### src/rtl/onfi_bus_arbiter_if.sv
// Bundle of the handshake and pin signals shared between the ONFI command
// sub-blocks (master side) and onfi_bus_arbiter (slave side).
interface onfi_bus_arbiter_if #(
    parameter int NUM_REQ = 4,
    parameter int ID_W    = 2
);
    logic [NUM_REQ-1:0]    req;
    logic [NUM_REQ-1:0]    done;
    logic [NUM_REQ-1:0]    gnt;
    logic                  busy;
    logic [ID_W-1:0]       owner_id;
    logic                  timeout_err;

    logic [NUM_REQ-1:0]    req_cen;
    logic [NUM_REQ-1:0]    req_cle;
    logic [NUM_REQ-1:0]    req_ale;
    logic [NUM_REQ-1:0]    req_wen;
    logic [NUM_REQ-1:0]    req_dq_en;
    logic [32*NUM_REQ-1:0] req_dq_o;

    logic                  onfi_cen;
    logic                  onfi_cle;
    logic                  onfi_ale;
    logic                  onfi_wen;
    logic                  onfi_dq_en;
    logic [31:0]           onfi_dq_o;

    // Requesters and the pad ring.
    modport master (
        output req, done, req_cen, req_cle, req_ale, req_wen, req_dq_en, req_dq_o,
        input  gnt, busy, owner_id, timeout_err,
               onfi_cen, onfi_cle, onfi_ale, onfi_wen, onfi_dq_en, onfi_dq_o
    );

    // The arbiter.
    modport slave (
        input  req, done, req_cen, req_cle, req_ale, req_wen, req_dq_en, req_dq_o,
        output gnt, busy, owner_id, timeout_err,
               onfi_cen, onfi_cle, onfi_ale, onfi_wen, onfi_dq_en, onfi_dq_o
    );
endinterface

### src/rtl/onfi_bus_arbiter.sv
// Round-robin owner of the shared ONFI pin set with an idle gap between owners.
// Optional forced release of a stuck owner when ONFI_ARB_TIMEOUT_EN is defined.
module onfi_bus_arbiter #(
    parameter int NUM_REQ     = 4,
    parameter int GAP_CYC     = 2,
    parameter int TIMEOUT_CYC = 1024,
    parameter int ID_W        = 2
) (
    input  logic              onfi_clk,
    input  logic              rst,
    onfi_bus_arbiter_if.slave bus
);

    typedef enum logic [1:0] {
        ST_IDLE = 2'd0,
        ST_OWN  = 2'd1,
        ST_GAP  = 2'd2
    } state_t;

    generate
        if (NUM_REQ < 2 || NUM_REQ > 8) begin : g_bad_num_req
            $error("onfi_bus_arbiter: NUM_REQ must be 2..8");
        end
        if (ID_W != $clog2(NUM_REQ)) begin : g_bad_id_w
            $error("onfi_bus_arbiter: ID_W must equal clog2(NUM_REQ)");
        end
        if (GAP_CYC < 0 || GAP_CYC > 15) begin : g_bad_gap
            $error("onfi_bus_arbiter: GAP_CYC must be 0..15");
        end
        if (TIMEOUT_CYC < 2) begin : g_bad_timeout
            $error("onfi_bus_arbiter: TIMEOUT_CYC must be at least 2");
        end
    endgenerate

    state_t             state_reg;
    logic [NUM_REQ-1:0] gnt_reg;
    logic [ID_W-1:0]    owner_reg;
    logic [ID_W-1:0]    rr_reg;
    logic [3:0]         gap_cnt_reg;

    logic [ID_W:0]      cand_sum  [NUM_REQ];
    logic [ID_W:0]      cand_wrap [NUM_REQ];
    logic [ID_W-1:0]    cand_idx  [NUM_REQ];
    logic [31:0]        dq_arr    [NUM_REQ];

    logic [ID_W-1:0]    sel_idx;
    logic [ID_W-1:0]    rr_next;
    logic               sel_found;
    logic               owner_release;
    logic               tmo_hit;
    logic               own_active;

    // Candidate gi is the requester gi places after the rr pointer, modulo NUM_REQ.
    generate
        for (genvar gi = 0; gi < NUM_REQ; gi++) begin : g_cand
            assign cand_sum[gi]  = {1'b0, rr_reg} + (ID_W+1)'(gi);
            assign cand_wrap[gi] = cand_sum[gi] - (ID_W+1)'(NUM_REQ);
            assign cand_idx[gi]  = (cand_sum[gi] >= (ID_W+1)'(NUM_REQ)) ?
                                   cand_wrap[gi][ID_W-1:0] : cand_sum[gi][ID_W-1:0];
            assign dq_arr[gi]    = bus.req_dq_o[32*gi +: 32];
        end
    endgenerate

    // Walk from the farthest candidate back to the nearest so the nearest set one wins.
    always_comb begin
        sel_found = 1'b0;
        sel_idx   = '0;
        for (int k = NUM_REQ - 1; k >= 0; k--) begin
            if (bus.req[cand_idx[k]]) begin
                sel_found = 1'b1;
                sel_idx   = cand_idx[k];
            end
        end
    end

    assign rr_next       = (sel_idx == ID_W'(NUM_REQ - 1)) ? '0 : sel_idx + ID_W'(1);
    assign owner_release = bus.done[owner_reg] | ~bus.req[owner_reg];

    always_ff @(posedge onfi_clk) begin
        if (rst) begin
            state_reg   <= ST_IDLE;
            gnt_reg     <= '0;
            owner_reg   <= '0;
            rr_reg      <= '0;
            gap_cnt_reg <= '0;
        end else begin
            case (state_reg)
                ST_IDLE: begin
                    if (sel_found) begin
                        gnt_reg   <= NUM_REQ'(1) << sel_idx;
                        owner_reg <= sel_idx;
                        rr_reg    <= rr_next;
                        state_reg <= ST_OWN;
                    end
                end
                ST_OWN: begin
                    if (owner_release || tmo_hit) begin
                        gnt_reg     <= '0;
                        gap_cnt_reg <= '0;
                        state_reg   <= (GAP_CYC == 0) ? ST_IDLE : ST_GAP;
                    end
                end
                ST_GAP: begin
                    if (gap_cnt_reg == 4'(GAP_CYC - 1)) begin
                        state_reg <= ST_IDLE;
                    end else begin
                        gap_cnt_reg <= gap_cnt_reg + 4'd1;
                    end
                end
                default: begin
                    state_reg <= ST_IDLE;
                    gnt_reg   <= '0;
                end
            endcase
        end
    end

`ifdef ONFI_ARB_TIMEOUT_EN
    localparam int TMO_W = $clog2(TIMEOUT_CYC);

    logic [TMO_W-1:0] tmo_cnt_reg;
    logic             timeout_err_reg;

    // Counter reads 0 in the first OWN cycle, so a hit lands on OWN cycle TIMEOUT_CYC.
    assign tmo_hit = (state_reg == ST_OWN) && (tmo_cnt_reg == TMO_W'(TIMEOUT_CYC - 1));

    always_ff @(posedge onfi_clk) begin
        if (rst) begin
            tmo_cnt_reg     <= '0;
            timeout_err_reg <= 1'b0;
        end else begin
            timeout_err_reg <= tmo_hit && !owner_release;
            if (state_reg == ST_OWN && !owner_release && !tmo_hit) begin
                tmo_cnt_reg <= tmo_cnt_reg + TMO_W'(1);
            end else begin
                tmo_cnt_reg <= '0;
            end
        end
    end

    assign bus.timeout_err = timeout_err_reg;
`else
    assign tmo_hit         = 1'b0;
    assign bus.timeout_err = 1'b0;
`endif

    // Pins come straight from the owner's bundle so its own edge timing is preserved.
    assign own_active     = (state_reg == ST_OWN);
    assign bus.onfi_cen   = own_active ? bus.req_cen[owner_reg]   : 1'b1;
    assign bus.onfi_cle   = own_active ? bus.req_cle[owner_reg]   : 1'b0;
    assign bus.onfi_ale   = own_active ? bus.req_ale[owner_reg]   : 1'b0;
    assign bus.onfi_wen   = own_active ? bus.req_wen[owner_reg]   : 1'b1;
    assign bus.onfi_dq_en = own_active ? bus.req_dq_en[owner_reg] : 1'b0;
    assign bus.onfi_dq_o  = own_active ? dq_arr[owner_reg]        : 32'h0;

    assign bus.gnt      = gnt_reg;
    assign bus.busy     = (state_reg != ST_IDLE);
    assign bus.owner_id = owner_reg;

endmodule

### src/flat_wrapper.sv
// flat-port wrapper written by rule: the top's interface ports become plain ports
module onfi_bus_arbiter_flat 
#(
    parameter int NUM_REQ     = 4,
    parameter int GAP_CYC     = 2,
    parameter int TIMEOUT_CYC = 1024,
    parameter int ID_W        = 2
)
  (onfi_clk, rst, bus_req, bus_done, bus_req_cen, bus_req_cle, bus_req_ale, bus_req_wen, bus_req_dq_en, bus_req_dq_o, bus_gnt, bus_busy, bus_owner_id, bus_timeout_err, bus_onfi_cen, bus_onfi_cle, bus_onfi_ale, bus_onfi_wen, bus_onfi_dq_en, bus_onfi_dq_o);
  onfi_bus_arbiter_if #(.NUM_REQ(NUM_REQ), .ID_W(ID_W)) bus_i ();
  input  logic onfi_clk;
  input  logic rst;
  input wire logic [$bits(bus_i.req)-1:0] bus_req;
  input wire logic [$bits(bus_i.done)-1:0] bus_done;
  input wire logic [$bits(bus_i.req_cen)-1:0] bus_req_cen;
  input wire logic [$bits(bus_i.req_cle)-1:0] bus_req_cle;
  input wire logic [$bits(bus_i.req_ale)-1:0] bus_req_ale;
  input wire logic [$bits(bus_i.req_wen)-1:0] bus_req_wen;
  input wire logic [$bits(bus_i.req_dq_en)-1:0] bus_req_dq_en;
  input wire logic [$bits(bus_i.req_dq_o)-1:0] bus_req_dq_o;
  output wire logic [$bits(bus_i.gnt)-1:0] bus_gnt;
  output wire logic [$bits(bus_i.busy)-1:0] bus_busy;
  output wire logic [$bits(bus_i.owner_id)-1:0] bus_owner_id;
  output wire logic [$bits(bus_i.timeout_err)-1:0] bus_timeout_err;
  output wire logic [$bits(bus_i.onfi_cen)-1:0] bus_onfi_cen;
  output wire logic [$bits(bus_i.onfi_cle)-1:0] bus_onfi_cle;
  output wire logic [$bits(bus_i.onfi_ale)-1:0] bus_onfi_ale;
  output wire logic [$bits(bus_i.onfi_wen)-1:0] bus_onfi_wen;
  output wire logic [$bits(bus_i.onfi_dq_en)-1:0] bus_onfi_dq_en;
  output wire logic [$bits(bus_i.onfi_dq_o)-1:0] bus_onfi_dq_o;
  assign bus_i.req = bus_req;
  assign bus_i.done = bus_done;
  assign bus_i.req_cen = bus_req_cen;
  assign bus_i.req_cle = bus_req_cle;
  assign bus_i.req_ale = bus_req_ale;
  assign bus_i.req_wen = bus_req_wen;
  assign bus_i.req_dq_en = bus_req_dq_en;
  assign bus_i.req_dq_o = bus_req_dq_o;
  assign bus_gnt = bus_i.gnt;
  assign bus_busy = bus_i.busy;
  assign bus_owner_id = bus_i.owner_id;
  assign bus_timeout_err = bus_i.timeout_err;
  assign bus_onfi_cen = bus_i.onfi_cen;
  assign bus_onfi_cle = bus_i.onfi_cle;
  assign bus_onfi_ale = bus_i.onfi_ale;
  assign bus_onfi_wen = bus_i.onfi_wen;
  assign bus_onfi_dq_en = bus_i.onfi_dq_en;
  assign bus_onfi_dq_o = bus_i.onfi_dq_o;
  onfi_bus_arbiter #(.NUM_REQ(NUM_REQ), .GAP_CYC(GAP_CYC), .TIMEOUT_CYC(TIMEOUT_CYC), .ID_W(ID_W)) u_core (.onfi_clk(onfi_clk), .rst(rst), .bus(bus_i));
endmodule
### config.mk
export PLATFORM = sky130hd
export DESIGN_NAME = onfi_bus_arbiter_flat
export DESIGN_NICKNAME = d
export VERILOG_FILES = /design/src/rtl/onfi_bus_arbiter_if.sv /design/src/rtl/onfi_bus_arbiter.sv /design/src/flat_wrapper.sv
export SDC_FILE = /design/constraint.sdc
export NUM_CORES = 1
export LEC_CHECK = 0
export CORE_MARGIN = 3
export CORE_UTILIZATION = 27
export CTS_BUF_LIST = sky130_fd_sc_hd__clkbuf_4 sky130_fd_sc_hd__clkbuf_8
export DETAILED_ROUTE_END_ITERATION = 10
export PLACE_DENSITY_LB_ADDON = 0.1
export SYNTH_ARGS = -nofsm -noshare
export SYNTH_HDL_FRONTEND = slang
export SYNTH_SLANG_ARGS = --single-unit
### constraint.sdc
create_clock -name onfi_clk -period 2.1 [get_ports onfi_clk]
set_clock_uncertainty 0.15 [all_clocks]
set_input_delay 0.525 -clock onfi_clk [delete_from_list [all_inputs] [get_ports onfi_clk]]
set_output_delay 0.525 -clock onfi_clk [all_outputs]
set_load 0.02 [all_outputs]
==> run summary <==
status = finished, violations left
violated checks = negative setup slack
Total GRT Usage = 0.217
Via density = 4.89
CTS root buffer = clkbuf_8
Area growth syn-to-layout = 144%
crit start category = flop
count leader, synth = mux4_2
Initial DRC Count = 68
FMAX = 0.423 GHz
flop-to-flop setup slack = 0.12 ns
Avg Cell Area, Syn = 10.7 um2
num rows = 30
sequential cell area = 285 um2
Reg2Reg Capture Point = u_core.gap_cnt_reg[1]$_SDFFE_PP0P_
CP max-delay cell = mux4_2
min-delay src = u_core.bus.gnt[0]$_SDFFE_PP0P_
placed wire-length estimate = 7440 um
final setup margin = -0.266 ns
cells after synthesis = 183
Yosys top cell area share = 0.426
number of inserted diodes = 0
Yosys cell types = 41
final instance area = 4770 um2
DIE AREA = 8300 um2
CP most frequent cell = buf_12
wirelength, routed = 9250 um
Post-synth top cells = mux4_2, and2_1, dfxtp_1, clkbuf_1, nor2_1
count of input and output buffers = 201
Synth Flop Type = dfxtp_1
Max VDD drop = 0.500 mV
CP Cell Sequence = buf_12, buf_12, mux4_2, and2_4, buf_6
largest net degree at the start of global routing = 35
Critical Path RT = 1.42 ns
CTS sink cnt = 14
RSZ-0062 raised after global routing = yes
Vias = 2435
source of the worst register-to-register timing path = u_core.bus.owner_id[0]$_SDFFE_PP0P_
placed cell areas = 4350 um2
count of state elements after synthesis = 14
# DRC = 0
top cells by area, synth = mux4_2, dfxtp_1, and2_1
CP peak stage delay = 0.50 ns
Final Cycle Share = 1.13
initial antenna violation count = 0
Hold Vio Cnt, Final = 0
first-pass GRT wire length = 14300 um
YS warnings = 0
Final Critical Period = 2.37 ns
CTS max path bufs = 2
Seq/Total Area, Yosys = 0.143
CTS Buf Count = 3
HP Class = reg -> reg
Starting Density = 0.283
number of H-tree levels = 1
max-cap violations = 0
Filler Cells Inserted = 538
pwr dens = 527 nW/um2
area leader, netlist = mux4_2
CTS tree = yes
vias in the first global route = 2592
EDFF count, synth = 0
Ports = 203
post-synth net total = 347
ANT nets after route = 0
WP data arrival = 1.69 ns
cell area after synthesis = 1950 um2
Hold Slack = 0.349 ns
multi-input logic area = 1720 um2
Setup violations, final = 37
Post-synth ARST share = 0
hold endpoint = u_core.bus.gnt[0]$_SDFFE_PP0P_
hold_buf cts = 0
Reg2Reg Depth = 6
TritonRoute pass-1 iters = 4
fraction of layout cells with a size suffix above 1 = 0.396
core area = 6910 um2
hold depth = 2
slew margin rel. = 0.445
grt ovf = 0
Max Slew Vio Count = 0
worst slew pin tran = 0.823 ns
clk slew on worst S/H paths = 0.06 ns
Leak = 2.28 nW
Final Total Pwr = 2.51 mW
fin nets = 567
Worst-Skew Late Latency = 0.25 ns
CP endpoint kind = primary output
Die W = 91.1 um
Util after Layout = 0.691
maximum fanout along the worst path = 6
critical path class = reg -> out
Crit path max-delay family = multiplexers
GP Congestion = 0.759
wire length per cell = 18.6 um
DIE HEIGHT = 91.1 um
Buf/Inv on CP = 3
-- cell usage in the layout (no fill, tap or decap), drive strengths merged, types with 5 or more instances in the layout --
cell             n
and2            35
buf             68
clkdlybuf4s50  100
dfxtp           14
dlygate4sd2     12
dlymetal6s2s    52
ha               6
inv              5
mux4            37
nand2b           6
nand3            6
nand3b           6
nor2             7
-- repair_timing --
item	4_1_cts	5_1_grt
pin swaps	23	1
gates resized for setup	260	56
buffers inserted	2	4
cloned	3	0
setup endpoints to repair	51	49
-- how the worst max path moves through the flow --
| stage | startpoint | endpoint | slack (ns) | cells past startpoint |
|---|---|---|---|---|
| floorplan | u_core.bus.owner_id[0]$_SDFFE_PP0P_ | bus_onfi_dq_o[12] | -0.01 | 5 |
| global placement | bus_req_dq_o[97] | bus_onfi_dq_o[1] | -0.68 | 4 |
| detailed placement | bus_req_dq_o[97] | bus_onfi_dq_o[1] | -0.72 | 4 |
| CTS | u_core.bus.owner_id[0]$_SDFFE_PP0P_ | bus_onfi_dq_o[10] | -0.35 | 5 |
| global route | u_core.bus.owner_id[0]$_SDFFE_PP0P_ | bus_onfi_dq_o[20] | -0.32 | 5 |
| finish | u_core.bus.owner_id[0]$_SDFFE_PP0P_ | bus_onfi_dq_o[10] | -0.27 | 5 |
-- worst register-to-register path, cell delays in order (launching register included) --
cell,delay (ns)
dfxtp_4,0.38
buf_4,0.16
and4b_1,0.19
or4_4,0.55
buf_6,0.15
o2111ai_4,0.17
o31ai_1,0.09
-- power by group --
part	switching (mW)	internal [mW]	total (mW)
Sequential	0.0469	0.306	0.353
Combinational	0.719	1.17	1.89
Clock	0.103	0.166	0.269
-- metal layers --
| layer | track usage | up-vias | wire length, um |
|---|---|---|---|
| met3 | 0.0331 | 6 | 538 |
| met4 | 0.0302 | 0 | 53 |
| met5 | 0 | - | 0 |
| met1 | 0.255 | 1191 | 3400 |
| li1 | - | 1151 | - |
| met2 | 0.418 | 87 | 5260 |
-- logic make-up (layout without fill, tap and decap cells) --
group / after synthesis / in the layout / synth area share
AO/OA/AOI/OAI: 21 / 21 / 0.0762
adder cells (fa/ha/maj): 6 / 6 / 0.0384
other: 1 / 1 / 0.00192
XOR/XNOR: 2 / 2 / 0.00896
flip-flops: 14 / 14 / 0.143
AND/OR/NAND/NOR: 79 / 79 / 0.246
multiplexers: 38 / 38 / 0.431
buffers and inverters: 22 / 241 / 0.0531
-- metrics by stage --
step	instances	worst slack [ns]	setup TNS (ns)
floorplan	183	-0.0124	-0.202
global route	498	-0.321	-10.19
CTS	496	-0.353	-10.63
global placement	487	-0.677	-27.97
finish	498	-0.266	-8.52
detailed placement	487	-0.717	-28.56
-- layout make-up --
cell class                      count  share of cell area
Clock buffer                        4              0.0115
Inverter                            5             0.00393
Multi-Input combinational cell    147               0.361
Sequential cell                    14              0.0597
Tap cell                           96              0.0252
Timing Repair Buffer              232               0.539
Note: power is estimated with default switching activity, not from simulation.
